--- src/rtl/wr_ptr_ctrl_pkg.sv ---
// Shared pointer helpers for the async FIFO controllers: Gray/binary conversion and depth derivation.
// The conversion functions work on a 32-bit container; callers zero-extend and size-cast.
package wr_ptr_ctrl_pkg;

  function automatic int depth_of(input int ptr_width);
    return 1 << ptr_width;
  endfunction

  function automatic logic [31:0] bin2gray(input logic [31:0] b);
    return b ^ (b >> 1);
  endfunction

  // Zero upper bits in the container stay zero, so narrow pointers convert correctly.
  function automatic logic [31:0] gray2bin(input logic [31:0] g);
    logic [31:0] b;
    b[31] = g[31];
    for (int i = 30; i >= 0; i--) b[i] = b[i+1] ^ g[i];
    return b;
  endfunction

endpackage

--- src/rtl/wr_ptr_ctrl_sync.sv ---
// Multi-flop synchroniser for a Gray pointer crossing clock domains.
// Async active-high clear. Shared with the read-side controller.
module ptr_sync #(
  parameter int WIDTH  = 4,
  parameter int STAGES = 2
) (
  input  logic             i_clk,
  input  logic             i_rst,
  input  logic [WIDTH-1:0] i_d,
  output logic [WIDTH-1:0] o_q
);

  logic [STAGES-1:0][WIDTH-1:0] ff;

  always_ff @(posedge i_clk or posedge i_rst) begin
    if (i_rst) begin
      ff <= '0;
    end else begin
      ff[0] <= i_d;
      for (int i = 1; i < STAGES; i++) ff[i] <= ff[i-1];
    end
  end

  assign o_q = ff[STAGES-1];

endmodule

--- src/rtl/wr_ptr_ctrl.sv ---
// Write-domain pointer controller for the async FIFO: pointers, write strobe, full,
// fill level, almost-full and sticky overflow, against an internally synchronised read pointer.
module wr_ptr_ctrl
  import wr_ptr_ctrl_pkg::*;
#(
  parameter int PTR_WIDTH   = 3,
  parameter int SYNC_STAGES = 2
) (
  input  logic               i_clk,
  input  logic               i_rst,
  input  logic               i_en,
  input  logic [PTR_WIDTH:0] i_g_rd_ptr,
  input  logic [PTR_WIDTH:0] i_af_thresh,
  input  logic               i_ovf_clr,
  output logic               o_wr_en,
  output logic [PTR_WIDTH:0] o_b_wr_ptr,
  output logic [PTR_WIDTH:0] o_g_wr_ptr,
  output logic               o_full,
  output logic               o_almost_full,
  output logic [PTR_WIDTH:0] o_level,
  output logic               o_overflow
);

  localparam int PW1 = PTR_WIDTH + 1;

  logic               acc;
  logic [PTR_WIDTH:0] rd_g_s, rd_b_s;
  logic [PTR_WIDTH:0] nxt_b, nxt_g, lvl_n, full_g;

  ptr_sync #(.WIDTH(PW1), .STAGES(SYNC_STAGES)) u_rd_sync (
    .i_clk (i_clk),
    .i_rst (i_rst),
    .i_d   (i_g_rd_ptr),
    .o_q   (rd_g_s)
  );

  assign rd_b_s  = PW1'(gray2bin(32'(rd_g_s)));
  assign acc     = i_en & ~o_full;
  assign o_wr_en = acc;
  assign nxt_b   = o_b_wr_ptr + PW1'(acc);
  assign nxt_g   = PW1'(bin2gray(32'(nxt_b)));

  // Full in Gray: writer is one lap ahead when the top two bits differ and the rest match.
  assign full_g = {~rd_g_s[PTR_WIDTH:PTR_WIDTH-1], rd_g_s[PTR_WIDTH-2:0]};

  // Modular subtraction gives 0..DEPTH across pointer wrap; a stale read pointer only overstates.
  assign lvl_n = nxt_b - rd_b_s;

  always_ff @(posedge i_clk or posedge i_rst) begin
    if (i_rst) begin
      o_b_wr_ptr    <= '0;
      o_g_wr_ptr    <= '0;
      o_full        <= 1'b0;
      o_level       <= '0;
      o_almost_full <= 1'b0;
      o_overflow    <= 1'b0;
    end else begin
      o_b_wr_ptr    <= nxt_b;
      o_g_wr_ptr    <= nxt_g;
      o_full        <= (nxt_g == full_g);
      o_level       <= lvl_n;
      o_almost_full <= (lvl_n >= i_af_thresh);
      // A drop in the same cycle as a clear keeps the flag set.
      if (i_en && o_full)  o_overflow <= 1'b1;
      else if (i_ovf_clr)  o_overflow <= 1'b0;
    end
  end

endmodule

--- config.mk ---
export PLATFORM = sky130hd
export DESIGN_NAME = wr_ptr_ctrl
export DESIGN_NICKNAME = d
export VERILOG_FILES = /design/src/rtl/wr_ptr_ctrl_pkg.sv /design/src/rtl/wr_ptr_ctrl_sync.sv /design/src/rtl/wr_ptr_ctrl.sv
export SDC_FILE = /design/constraint.sdc
export NUM_CORES = 1
export LEC_CHECK = 0
export CORE_UTILIZATION = 30
export DETAILED_ROUTE_END_ITERATION = 10
export PLACE_DENSITY_LB_ADDON = 0.08
export SYNTH_ARGS = -nofsm -noshare
export SYNTH_HDL_FRONTEND = slang
export SYNTH_HIERARCHICAL = 1
export SYNTH_SLANG_ARGS = --single-unit
--- constraint.sdc ---
create_clock -name i_clk -period 7.2 [get_ports i_clk]
set_clock_uncertainty 0.2 [all_clocks]
set_input_delay 1.08 -clock i_clk [delete_from_list [all_inputs] [get_ports i_clk]]
set_output_delay 1.08 -clock i_clk [all_outputs]
set_load 0.01 [all_outputs]
-- Word-level counts from Yosys, hierarchy flattened
Index checks and enable logic that the tools add are counted.
- register bits after elaboration: 23
- latch bits: 0
- bits in writable memories: 0
- bits in read-only memories: 0
- input port bits: 12
- output and inout bits: 16
- memories: 0
- add/sub/neg operators: 2
- multiply operators: 0
- divide/modulo/power cells: 0
- magnitude comparators: 1
- equality and inequality tests: 1
- shift-type cells: 0
- multiplexer cells: 2
- bitwise gates (word level): 7
- reduce and logical (&&, ||, !) cells: 2
- operator list (operator ; number):
    $add A4 B1 Y4 ; 1
    $eq A4 B4 Y1 ; 1
    $ge A4 B4 Y1 ; 1
    $sub A4 B4 Y4 ; 1
    $xor A4 B3 Y4 ; 1
    $xor A1 B1 Y1 ; 3
    $mux W1 ; 2
    $not A2 Y2 ; 1
    $reduce_bool A2 Y1 ; 1
    $and A1 B1 Y1 ; 1
    $logic_and A1 B1 Y1 ; 1
    $not A1 Y1 ; 1

-- Longest topological paths before layout
Gate-level depths: netlist of the first run.
- word-level depth: 5
- depth in mapped cells: 11
- gate-level depth less buffers: 11

-- Cells and area by module
The synthesis of the first run kept the hierarchy.
- by module, submodules not included (module ; instances ; cells an instance ; area each (um2)):
    wr_ptr_ctrl ; 1 ; 64 ; 747.0
    ptr_sync ; 1 ; 13 ; 234.0

-- Worst setup path after synthesis of the first run
OpenSTA, ideal clock, no wires.
- path kind: input-to-reg
- start point: input port i_en
- end point: register o_almost_full
- library setup time: 0.118 ns
- arrival time: 3.277 ns
- required time: 6.882 ns
- path slack: 3.605 ns
- stages on the path: 11
- buffers on the path: 0
- cell sequence: nor2b_1 ha_1 ha_1 xor2_2 ha_1 a21oi_1 o21ai_0 xor2_1 xnor2_1 ha_1 a21o_1
- cells in the longest elaborated chain, start to end: 4
- ends and longest elaborated chain (item ; RTL line ; text):
    from (decl) ; wr_ptr_ctrl.sv:11 ; input logic i_en,
    $and A1 B1 Y1 ; wr_ptr_ctrl.sv:38 ; assign acc = i_en & ~o_full;
    $add A4 B1 Y4 ; wr_ptr_ctrl.sv:40 ; assign nxt_b = o_b_wr_ptr + PW1'(acc);
    net nxt_b[2] ; wr_ptr_ctrl.sv:28 ; logic [PTR_WIDTH:0] nxt_b, nxt_g, lvl_n, full_g;
    $sub A4 B4 Y4 ; wr_ptr_ctrl.sv:47 ; assign lvl_n = nxt_b - rd_b_s;
    net lvl_n[3] ; wr_ptr_ctrl.sv:28 ;
    $ge A4 B4 Y1 ; wr_ptr_ctrl.sv:62 ; o_almost_full <= (lvl_n >= i_af_thresh);
    to (signal assigned) ; wr_ptr_ctrl.sv:62 ;
    to (decl) ; wr_ptr_ctrl.sv:19 ; output logic o_almost_full,
The timed path passes the listed nets, and every way through them passes these cells.
A chain may end at the register's enable or synchronous reset.

-- Final worst setup path of the first run
Same ends and word-level chain as after synthesis.

==> run summary, run 1 <==
largest fanout on the critical path: 6
endpoint class of the critical path: register
DRT Pass-1 Iters: 2
IO buf count: 27
Synth Warn #: 6
Max IR drop VDD: 0.1734 mV
Critical Path RT: 7210 ps
sequential area share after synthesis: 0.5612
Nets: 126
vias in the first global route: 599
LEAKAGE: 0.0006103 µW
Slew headroom: 0.6374
fill count: 309
fmax: 0.2610 GHz
Pwr Density: 479.0 nW/µm²
DR WL/cell: 9.612 µm
vias per inst: 3.864
drc violations: 0
mapped cell area: 980.9 µm²
Synth Instances: 77
CP Class: input port to register
max_cap viols: 0
final hold viol count: 0
FF-to-FF setup slack: 4220 ps
n_diodes: 0
Die Height: 59.18 µm
Overall Global Routing Usage: 0.1021
Die W: 59.18 µm
initial antenna violation count: 0
Hold Path Depth: 0
RSZ-0062 raised after global routing: no
Initial Utilization: 0.3187
outcome: finished, final reports clean
setup ws final: 3369 ps
Hold Buf Count CTS: 0
area grow syn2layout: 34.69%
CTS clk-pin slew, worst paths: 120 ps
vias: 568
# setup viols final: 0
WP data arrival: 3840 ps
total CTS buffers: 3
period utilisation layout: 0.5321
number of gates resized after cts: 0
gpl congestion: 0.6749
final setup TNS: 0 ps
final wirelength: 1413 µm
CTS Sinks: 22
Post-Syn Nets: 99
fin. max-slew vios: 0
first-pass GRT wire length: 2553 µm
Startpoint Class: input port
final antenna-violating net count: 0
Clock Path Buffers: 2
hold slack: 161.7 ps
Syn Area/Cell: 12.74 µm²
top post-synthesis cells by area: dfrtp_1, ha_1, xor2_1
Post-DP HPWL: 1122 µm
global route overflow: 0
number of core rows: 20
CORE AREA: 3078 µm²
I/O pin count: 28
worst slack, placed: 2993 ps
Clk Latency, worst-skew pair: 300 ps
post-synth top area cell: dfrtp_1
Synth Register Bits: 22
min Tclk post-route: 3831 ps
post-CTS setup buffers: 0
CTS tree: yes
pin count of the biggest net entering global routing: 15
worst hold path type: register to register
top cell type's share of synthesized area: 0.5612
die area: 3502 µm²
share of layout cells above drive strength 1: 0.04854
slew at the pin closest to its max-slew limit: 543.2 ps
root buf cell: clkbuf_4
DRT iter0 DRCs: 13
Synth cell types: 17
Reg2Reg Depth: 11
# H-tree levels: 1
[logic make-up (layout without fill, tap and decap cells)]
| kind of cell | count (synthesis) | in the layout | share of synthesized area |
|---|---|---|---|
| AOI/OAI and AO/OA | 7 | 7 | 0.04592 |
| xor gates and xnor gates | 14 | 14 | 0.1327 |
| adders and majority gates | 10 | 10 | 0.1352 |
| buffers and inverters | 15 | 41 | 0.07654 |
| DFF | 22 | 22 | 0.5612 |
| and+or+nand+nor | 9 | 9 | 0.04847 |
[synth_stat cells (all sizes together)]
cell / instances
dfrtp: 22
xnor2: 4
or3: 2
buf: 5
a21oi: 1
a21o: 3
fa: 1
a22oi: 1
o21ai: 2
ha: 9
nand3: 3
nand2: 2
nor2b: 1
nand2b: 1
xor2: 10
inv: 10
[through the flow]
step | util | power [µW] | std cells | area (µm²)
final | 0.4293 | 632.9 | 147 | 1321
after global placement | 0.4122 | 547.1 | 143 | 1269
after global routing | 0.4293 | 698.2 | 147 | 1321
after detailed placement | 0.4122 | 549.7 | 143 | 1269
after CTS | 0.4293 | 647.1 | 147 | 1321
after floorplan | - | 419.7 | 77 | 980.9
[where the power goes]
part           switching [µW]  internal, µW  leakage (µW)
registers                19.4           171      0.000261
clock network            37.5          56.2     0.0000279
logic                     162           186      0.000321
total                     219           413      0.000610
[final timing paths]
check,start,endpoint
setup / recovery,i_en,o_almost_full$_DFF_PP0_
hold / removal,u_rd_sync/ff[3]$_DFF_PP0_,u_rd_sync/o_q[3]$_DFF_PP0_
setup reg to reg,o_full$_DFF_PP0_,o_almost_full$_DFF_PP0_
hold reg to reg,u_rd_sync/ff[3]$_DFF_PP0_,u_rd_sync/o_q[3]$_DFF_PP0_
max in group asynchronous,i_rst,o_level[1]$_DFF_PP0_
min in group asynchronous,i_rst,u_rd_sync/ff[2]$_DFF_PP0_
[critical path, cell delays in order]
cell	delay (ps)
clkdlybuf4s50_1	470
nor2b_1	170
ha_1	190
ha_1	190
xor2_2	350
ha_1	340
a21oi_1	140
o21ai_0	110
xor2_1	160
xnor2_1	210
ha_1	270
a21o_1	150
[state kept, by name (all words and copies together) (netlist names)]
| register | cells |
|---|---|
| o_b_wr_ptr | 4 |
| o_g_wr_ptr | 3 |
| u_rd_sync/o_q | 4 |
| o_overflow | 1 |
| o_almost_full | 1 |
| o_full | 1 |
| o_level | 4 |
| u_rd_sync/ff | 4 |
[placed cells by master (no fill, tap or decap)]
master,count
nor2b_1,1
clkdlybuf4s50_1,27
inv_1,10
nand2_1,2
nand3_1,3
dfrtp_1,22
xor2_1,9
fa_1,1
a21o_1,3
xor2_2,1
nand2b_1,1
clkbuf_4,3
a21oi_1,1
a22oi_1,1
xnor2_1,4
ha_1,9
or3_1,2
bufinv_16,1
o21ai_0,2
[area by class of cell]
class                      instances  area (µm²)  area share
inverter                          10       37.54     0.02841
multi-input combinational         40       355.3      0.2689
tap                               44       55.05     0.04167
sequential                        22       550.5      0.4167
clock inverter                     1       30.03     0.02273
clock buffer                       3       22.52     0.01705
timing repair buffer              27       270.3      0.2045
[per-layer routing]
layer	vias to the layer above	track usage	routed length, µm	part of all wire
met3	2	0.01965	57	0.040
li1	291	-	-	-
met5	-	0	0	0
met1	260	0.1241	651	0.46
met4	0	0.07143	19	0.013
met2	15	0.1621	685	0.48
Power figures use the tool's default switching activity.
==> run 2: changes to the inputs <==
==> constraint.sdc (replaced) <==
create_clock -name i_clk -period 3.59 [get_ports i_clk]
set_clock_uncertainty 0.2 [all_clocks]
set_input_delay 0.5385 -clock i_clk [delete_from_list [all_inputs] [get_ports i_clk]]
set_output_delay 0.5385 -clock i_clk [all_outputs]
set_load 0.01 [all_outputs]
==> run 2 against run 1 <==
  * Sequential share of layout area hardly changed
  * Via count is 3.5% higher
  * Sequential cell count stayed put
  * Register-to-register slack worse by 3600 ps
  * Global-route usage is 0.31 points lower
  * Core utilization hardly changed
  * Routed wire length is 0.14% higher
  * Die area stayed put
  * Final cell count is 1.4% higher
==> run summary, run 2 (synthesis gave the netlist of run 1 again) <==
outcome: finished, final reports clean
Clock Path Buffers: 2
pin count of the biggest net entering global routing: 15
share of layout cells above drive strength 1: 0.06667
area grow syn2layout: 34.57%
first-pass GRT wire length: 2525 µm
Clk Latency, worst-skew pair: 300 ps
vias: 588
# H-tree levels: 1
vias in the first global route: 568
Die W: 59.18 µm
CTS Sinks: 22
min Tclk post-route: 3187 ps
final setup TNS: 0 ps
die area: 3502 µm²
max_cap viols: 0
WP data arrival: 3190 ps
Post-DP HPWL: 1187 µm
root buf cell: clkbuf_4
RSZ-0062 raised after global routing: no
Reg2Reg Depth: 10
Die Height: 59.18 µm
IO buf count: 27
CP Class: input port to register
final wirelength: 1415 µm
Max IR drop VDD: 0.3487 mV
FF-to-FF setup slack: 590 ps
setup ws final: 403.1 ps
WP buf/inv: 1
# setup viols final: 0
max incr delay on CP: 470 ps
CP dominant cell by count: ha_1
Slew headroom: 0.6414
LEAKAGE: 0.0006130 µW
Hold Path Depth: 0
most common cell after layout, fill and taps aside: clkdlybuf4s50_1
fill count: 307
gpl congestion: 0.6919
drc violations: 0
Startpoint Class: input port
Nets: 128
largest fanout on the critical path: 3
final antenna-violating net count: 0
CORE AREA: 3078 µm²
most frequent cells in the layout: clkdlybuf4s50_1, dfrtp_1, inv_1
Pwr Density: 946.8 nW/µm²
CP delay by family, top: adder cells
I/O pin count: 28
initial antenna violation count: 0
Initial Utilization: 0.3187
number of core rows: 20
fin. max-slew vios: 0
Top Metal Used: met3
Core Util, Final: 0.4289
final hold viol count: 0
DR WL/cell: 9.497 µm
endpoint class of the critical path: register
vias per inst: 3.946
slowest cell on the critical path: clkdlybuf4s50_1
Critical Path RT: 3590 ps
n_diodes: 0
Crit. path cell count: 12
CTS tree: yes
met2 wire length: 715 µm
fmax: 0.3138 GHz
crit path cell chain: clkdlybuf4s50_1, nor2b_1, ha_1, ha_1, xor2_2, ha_1, a21oi_1, o21ai_0, xor2_1, xnor2_1, ha_1, a21o_1
met3 routed WL: 100 µm
DRT Pass-1 Iters: 4
total CTS buffers: 3
DRT iter0 DRCs: 2
number of gates resized after cts: 0
worst hold path type: register to register
period utilisation layout: 0.8877
worst slack, placed: 35.71 ps
Hold Buf Count CTS: 0
post-CTS setup buffers: 0
Overall Global Routing Usage: 0.09898
M1 wire length: 599 µm
slew at the pin closest to its max-slew limit: 537.3 ps
CTS clk-pin slew, worst paths: 110 ps
global route overflow: 0
-- run 2: changes by cell type in the layout (fill, tap and decap cells not counted), sizes merged --
| cell | previous run | this run |
|---|---|---|
| buf | 0 | 2 |
| clkbuf | 3 | 4 |
| bufinv | 1 | 0 |
-- run 2: power breakdown --
part | internal, µW | total, µW | switching [µW]
sequential | 343 | 381 | 37.5
combinational | 397 | 737 | 340
clock | 61.9 | 132 | 69.8
total | 803 | 1250 | 447
-- run 2: per-layer routing --
layer | global-route usage | vias up
li1 | - | 293
met1 | 0.1232 | 276
met2 | 0.1525 | 19
met3 | 0.04585 | 0
met4 | 0.03061 | 0
met5 | 0 | -
-- run 2: area by class of cell --
class,instances,area [µm²],share of cell area
Clock buffer,4,36.28,0.02749
Inverter,10,37.54,0.02844
Multi-Input combinational cell,40,355.3,0.2692
Sequential cell,22,550.5,0.4171
Tap cell,44,55.05,0.04171
Timing Repair Buffer,29,285.3,0.2161
-- run 2: per-stage QoR --
| stage | hold slack (ps) | instance area (µm²) | power, µW | cells |
|---|---|---|---|---|
| 4_1_cts | 163.0 | 1320 | 1281 | 149 |
| 2_1_floorplan | 131.2 | 980.9 | 841.7 | 77 |
| 3_3_place_gp | 131.8 | 1284 | 1128 | 145 |
| 5_1_grt | 166.1 | 1320 | 1384 | 149 |
| 6_report | 159.8 | 1320 | 1250 | 149 |
| 3_5_place_dp | 136.2 | 1284 | 1144 | 145 |
-- run 2: worst paths after layout --
path / start / endpoint
worst max-delay path: i_en / o_almost_full$_DFF_PP0_
worst min-delay path: u_rd_sync/ff[1]$_DFF_PP0_ / u_rd_sync/o_q[1]$_DFF_PP0_
worst max register to register: u_rd_sync/o_q[3]$_DFF_PP0_ / o_almost_full$_DFF_PP0_
worst min register to register: u_rd_sync/ff[1]$_DFF_PP0_ / u_rd_sync/o_q[1]$_DFF_PP0_
max in group asynchronous: i_rst / o_b_wr_ptr[3]$_DFF_PP0_
min in group asynchronous: i_rst / u_rd_sync/ff[3]$_DFF_PP0_
